`src/rtl/stavka_d_pkg.sv`:
```
// Shared definitions for the stavka_d 4-bit multifunction register:
// datapath width and the operation encoding carried on the control bus.
package stavka_d_pkg;

  localparam int WIDTH = 4;

  typedef enum logic [2:0] {
    OP_HOLD  = 3'd0,
    OP_CLEAR = 3'd1,
    OP_LOAD  = 3'd2,
    OP_INC   = 3'd3,
    OP_DEC   = 3'd4,
    OP_SHL   = 3'd5,
    OP_SHR   = 3'd6,
    OP_PSTEP = 3'd7
  } op_e;

endpackage : stavka_d_pkg

```
`src/rtl/stavka_d_next.sv`:
```
// Combinational next-state function of the multifunction register:
// (current value, data input, operation) -> value to register on the next edge.
module stavka_d_next
  import stavka_d_pkg::*;
(
  input  logic [WIDTH-1:0] r_i,
  input  logic [WIDTH-1:0] d_i,
  input  op_e              op_i,
  output logic [WIDTH-1:0] r_next_o
);

  localparam logic [WIDTH-1:0] ONE = WIDTH'(1);
  localparam logic [WIDTH-1:0] TWO = WIDTH'(2);

  always_comb begin
    // NOTE: default assignment first so no path leaves r_next_o unassigned (no latch).
    r_next_o = r_i;
    case (op_i)
      OP_HOLD:  r_next_o = r_i;
      OP_CLEAR: r_next_o = '0;
      OP_LOAD:  r_next_o = d_i;
      OP_INC:   r_next_o = r_i + ONE;
      OP_DEC:   r_next_o = r_i - ONE;
      OP_SHL:   r_next_o = {r_i[WIDTH-2:0], d_i[0]};
      OP_SHR:   r_next_o = {d_i[WIDTH-1], r_i[WIDTH-1:1]};
      // Adding two never carries into bit 0, so the parity bit is preserved.
      OP_PSTEP: r_next_o = r_i + TWO;
      default:  r_next_o = r_i;
    endcase
  end

endmodule : stavka_d_next

```
`config.mk`:
```
export PLATFORM = sky130hd
export DESIGN_NAME = stavka_d_next
export DESIGN_NICKNAME = d
export VERILOG_FILES = /design/src/rtl/stavka_d_pkg.sv /design/src/rtl/stavka_d_next.sv
export SDC_FILE = /design/constraint.sdc
export NUM_CORES = 1
export LEC_CHECK = 0
export CAP_MARGIN = 15
export CORE_AREA = 2 2 39 41
export DETAILED_ROUTE_END_ITERATION = 10
export DIE_AREA = 0 0 41 43
export PLACE_DENSITY = 0.64
export SLEW_MARGIN = 20
export SYNTH_ARGS = -nofsm -noshare
export SYNTH_HDL_FRONTEND = slang
export SYNTH_SLANG_ARGS = --single-unit
```
`constraint.sdc`:
```
create_clock -name vclk -period 4.5
set_clock_uncertainty 0.1 [all_clocks]
set_input_delay 0.675 -clock vclk [all_inputs]
set_output_delay 0.675 -clock vclk [all_outputs]
set_load 0.02 [all_outputs]
```
Yosys cells after proc, flatten, opt, wreduce, memory -nomap -nowiden
Index checks and enable logic that the tools add are counted.
Word-level totals
  bits in registers: 0
  latch bits: 0
  memory bits (writable): 0
  ROM bits: 0
  bits of input ports: 11
  output and inout bits: 4
  word-level logic and storage cells: 12
  memories: 0
Cells by class
  add/subtract/negate cells: 3
  $mul: 0
  divide/modulo/power cells: 0
  order comparisons: 0
  equal/unequal tests: 7
  shift-type cells: 0
  multiplexer cells: 1
  bitwise logic cells: 0
  reductions and logical operators: 1
Operator list (number)
  $pmux 4 s8: 1
  $eq 3x3->1 const B: 4
  $eq 3x2->1 const B: 2
  $add 4x1->4 const B: 1
  $add 4x2->4 const B: 1
  $sub 4x1->4 const B: 1
  $eq 3x1->1 const B: 1
  $logic_not 3->1: 1

Longest topological paths before layout
  depth in word-level cells: 2
  depth in mapped cells: 8
  depth with buffers taken out: 8

Worst setup path after synthesis
No wires, ideal clock.
  path kind: in2out
  start: in op_i[1]
  end: out r_next_o[3]
  data arrival time: 2587 ps
  required time: 3725 ps
  slack: 1138 ps
  stages: 8
  buffers on the path: 1
  cells stage by stage: buf_2 -> nor3_1 -> ha_1 -> a21o_1 -> a21oi_2 -> xor2_1 -> o22ai_1 -> or3b_1
Between the ends
  longest elaborated chain between the ends: 2
  elaborated cells between the ends (all ways): 9
  classes of those cells: eq/ne (7); mux (1); reduce/logical (1)
RTL lines
  start, declared: RTL line stavka_d_next.sv:8  | input op_e op_i,
  $eq 3x3->1, or another cell as far along: RTL line stavka_d_next.sv:18  | case (op_i)
  $pmux 4 s8 (*): RTL line stavka_d_next.sv:18
  end, declared: RTL line stavka_d_next.sv:9  | output logic [WIDTH-1:0] r_next_o
Mark *: on every way between the ends. The rest lies on a longest branch, timed or not.

Worst setup path after layout
  start: in op_i[2]
  end: out r_next_o[3]
Same word-level chain as after synthesis.

==> results.rst <==
.. list-table::
   :header-rows: 1

   * - Metric
     - Value
   * - Final worst-path cycle share
     - 90.3%
   * - DRC errors left
     - 0
   * - Die span in x
     - 41 um
   * - Area growth from synthesis to layout
     - 49.8%
   * - Pre-Repair DR Iteration Count
     - 4
   * - Ordered cell list for the critical path
     - clkdlybuf4s50_1 > inv_1 > nor3_1 > ha_1 > a21o_1 > a21oi_2 > xor2_1 > o22ai_1 > or3b_1 > clkdlybuf4s50_1
   * - Hold_buf cts
     - 0
   * - Clock buffer count
     - 0
   * - Final WL
     - 1.02 mm
   * - Max-capacitance violation count
     - 0
   * - Number of nets in the synthesized netlist
     - 69
   * - Cell occurring most often along the worst timing path
     - sky130_fd_sc_hd__clkdlybuf4s50_1
   * - Antenna violations before repair
     - 0
   * - Critical Path Max Stage Delay
     - 0.54 ns
   * - Area share of the leading cell type in the synthesized netlist
     - 10.2%
   * - Maximum number of pins on one net before global-route repair
     - 14
   * - Count of distinct cell types in the synthesized netlist
     - 26
   * - Synthesized area
     - 367 um2
   * - Time the final worst path needs with I/O delays and setup
     - 4.06 ns
   * - Count of antenna diodes in the layout
     - 0
   * - Worst relative slew slack
     - 80.7%
   * - RD Place Congestion
     - 0.818
   * - Setup repair after global routing missed its margin
     - false
   * - Wire length of the first global-routing pass
     - 1.73 mm
   * - Pre-CTS worst setup slack
     - 0.423 ns
   * - Initial Util
     - 26.5%
   * - Number of fill cells
     - 147
   * - Layout cells sized above 1
     - 8.57%
   * - Largest delay share family, worst path
     - buffers and inverters
   * - Result of the run
     - complete, no violations
   * - Buffering stage count on the worst path with inverters included
     - 3
   * - Post-synthesis cell type with the largest combined area
     - sky130_fd_sc_hd__ha_1
   * - Total congestion overflow after global routing
     - 0
   * - Combined global-route utilization of all metal layers
     - 13.0%
   * - Fmax
     - 246 MHz
   * - CP Capture Type
     - primary output
   * - Average routed wire per standard cell
     - 11.8 um
   * - Starting DRC count in detailed routing
     - 23
   * - Number of buffers inserted by post-CTS setup repair
     - 0
   * - Slew at the pin closest to its max-slew limit
     - 0.289 ns
   * - Core region area
     - 1380 um2
   * - Post-layout nets
     - 87
   * - Arr. time, crit path
     - 3.29 ns
   * - Type of element launching the critical path
     - primary input
   * - Pins over their slew limit
     - 0
   * - Worst Hold Class
     - in2out
   * - Area of all sequential standard cells
     - 0 um2
   * - Worst setup margin
     - 0.437 ns
   * - Yosys warnings
     - 0
   * - Estimated wirelength of the detail-placed design
     - 798 um
   * - Master of the slowest instance on the critical path
     - sky130_fd_sc_hd__clkdlybuf4s50_1
   * - Number of placement rows
     - 14
   * - Share of synthesized area occupied by flip-flops and latches
     - 0%
   * - Height of the die
     - 43 um
   * - Die ar.
     - 1760 um2
   * - CTS-repair resized insts
     - 0
   * - Top area cells in the synthesized netlist
     - sky130_fd_sc_hd__ha_1 10%, sky130_fd_sc_hd__a21oi_1 6.8%, sky130_fd_sc_hd__nor2_1 6.1%, sky130_fd_sc_hd__fa_1 5.5%, sky130_fd_sc_hd__mux2i_1 5.5%
   * - Static Leak
     - 0.238 nW
   * - Number of nets with antenna violations after detailed routing
     - 0
   * - Final-report setup violation count
     - 0
   * - IO Port Bufs
     - 15
   * - Data required time at the worst endpoint
     - 3.72 ns
   * - P per Cell Area
     - 121 nW/um2
   * - Maximum fanout count along the critical path
     - 5
   * - Worst-case vdd ir drop
     - 0.0606 mV
   * - Via density per instance
     - 5.31
   * - Via count of the first global-routing pass
     - 393
   * - Setup TNS Final
     - 0 ns
   * - Total count of hold-check failures in the final report
     - 0
   * - Detailed-route via count
     - 457
   * - CP Class
     - in2out
   * - Final sequential cell count
     - 0
   * - Average cell area after synthesis
     - 6.79 um2
   * - Post-Synthesis Cells
     - 54
   * - Num ports
     - 15
==> through the flow <==
| stage | utilization [%] | total power, mW | area, um2 | hold WS (ns) | cells |
|---|---|---|---|---|---|
| after detailed placement | 39.7 | 0.0664 | 549 | 2.43 | 86 |
| after global routing | 39.7 | 0.0733 | 549 | 2.51 | 86 |
| after CTS | 39.7 | 0.0669 | 549 | 2.43 | 86 |
| final | 39.7 | 0.0667 | 549 | 2.43 | 86 |
| after floorplan | - | 0.0376 | 367 | 1.40 | 54 |
| after global placement | 39.7 | 0.0662 | 549 | 2.43 | 86 |
==> per-layer routing <==
metal  vias up  global-route usage [%]  wire length [um]
li1        238                       -                 -
met1       201                    22.5               496
met2        18                    18.4               450
met3         0                       0                70
met4         0                       0                 0
met5         -                       0                 0
==> worst min-delay path: stages <==
cell and delay, ns:
sky130_fd_sc_hd__clkdlybuf4s50_1 0.42, sky130_fd_sc_hd__o22ai_1 0.13, sky130_fd_sc_hd__a221oi_1 0.09, sky130_fd_sc_hd__clkdlybuf4s50_1 0.53
==> power by group <==
group          switching (mW)  total [mW]  internal (mW)
registers                   0           0              0
logic                  0.0323      0.0667         0.0344
clock network               0           0              0
==> kinds of logic (layout without fill, tap and decap cells) <==
family,Yosys count,count (layout),synth area share (%)
AO/OA/AOI/OAI,21,21,38.2
AND/OR/NAND/NOR,16,16,21.5
buffers and inverters,7,23,8.87
adder cells (fa/ha/maj),4,4,15.7
XOR/XNOR,3,3,7.17
multiplexers,3,3,8.53
==> synthesized netlist by cell type, types with 2 or more instances <==
cell	instances
sky130_fd_sc_hd__o21ai_0	4
sky130_fd_sc_hd__a21oi_1	5
sky130_fd_sc_hd__mux2i_1	2
sky130_fd_sc_hd__o22ai_1	2
sky130_fd_sc_hd__buf_2	2
sky130_fd_sc_hd__xnor2_1	2
sky130_fd_sc_hd__ha_1	3
sky130_fd_sc_hd__a221oi_1	2
sky130_fd_sc_hd__nand3_1	2
sky130_fd_sc_hd__a32oi_1	2
sky130_fd_sc_hd__nor2_1	6
sky130_fd_sc_hd__inv_1	4
sky130_fd_sc_hd__nand2_1	2
sky130_fd_sc_hd__a21o_1	2
sky130_fd_sc_hd__nor3_1	3
==> area by class of cell <==
cell class / instances / area (um2) / area share [%]
well taps: 16 / 20.0 / 3.64
inverters: 4 / 15.0 / 2.73
repair buffers: 19 / 180 / 32.8
multi-input cells: 47 / 334 / 60.8
==> final timing paths <==
check / startpoint / to / slack, ns / cells after the start
min: d_i[0] / r_next_o[0] / 2.43 / 4
max: op_i[2] / r_next_o[3] / 0.44 / 10
==> placed cells by master, fill, tap and decap left out <==
cell type                          n
sky130_fd_sc_hd__a21oi_1           5
sky130_fd_sc_hd__mux2i_1           2
sky130_fd_sc_hd__buf_4             4
sky130_fd_sc_hd__o22ai_1           2
sky130_fd_sc_hd__clkdlybuf4s50_1  15
sky130_fd_sc_hd__xor2_1            1
sky130_fd_sc_hd__a2bb2oi_1         1
sky130_fd_sc_hd__nand3_1           2
sky130_fd_sc_hd__a22oi_1           1
sky130_fd_sc_hd__inv_1             4
sky130_fd_sc_hd__and2_1            1
sky130_fd_sc_hd__and3b_1           1
sky130_fd_sc_hd__nand2_1           2
sky130_fd_sc_hd__ha_1              3
sky130_fd_sc_hd__a221oi_1          2
sky130_fd_sc_hd__or3b_1            1
sky130_fd_sc_hd__nor3_1            3
sky130_fd_sc_hd__a32oi_1           2
sky130_fd_sc_hd__xnor2_1           2
sky130_fd_sc_hd__mux2_2            1
sky130_fd_sc_hd__fa_1              1
sky130_fd_sc_hd__a21o_1            2
sky130_fd_sc_hd__a21oi_2           1
sky130_fd_sc_hd__nor2_1            6
sky130_fd_sc_hd__o31ai_1           1
sky130_fd_sc_hd__o21ai_0           4
Power figures use the tool's default switching activity.
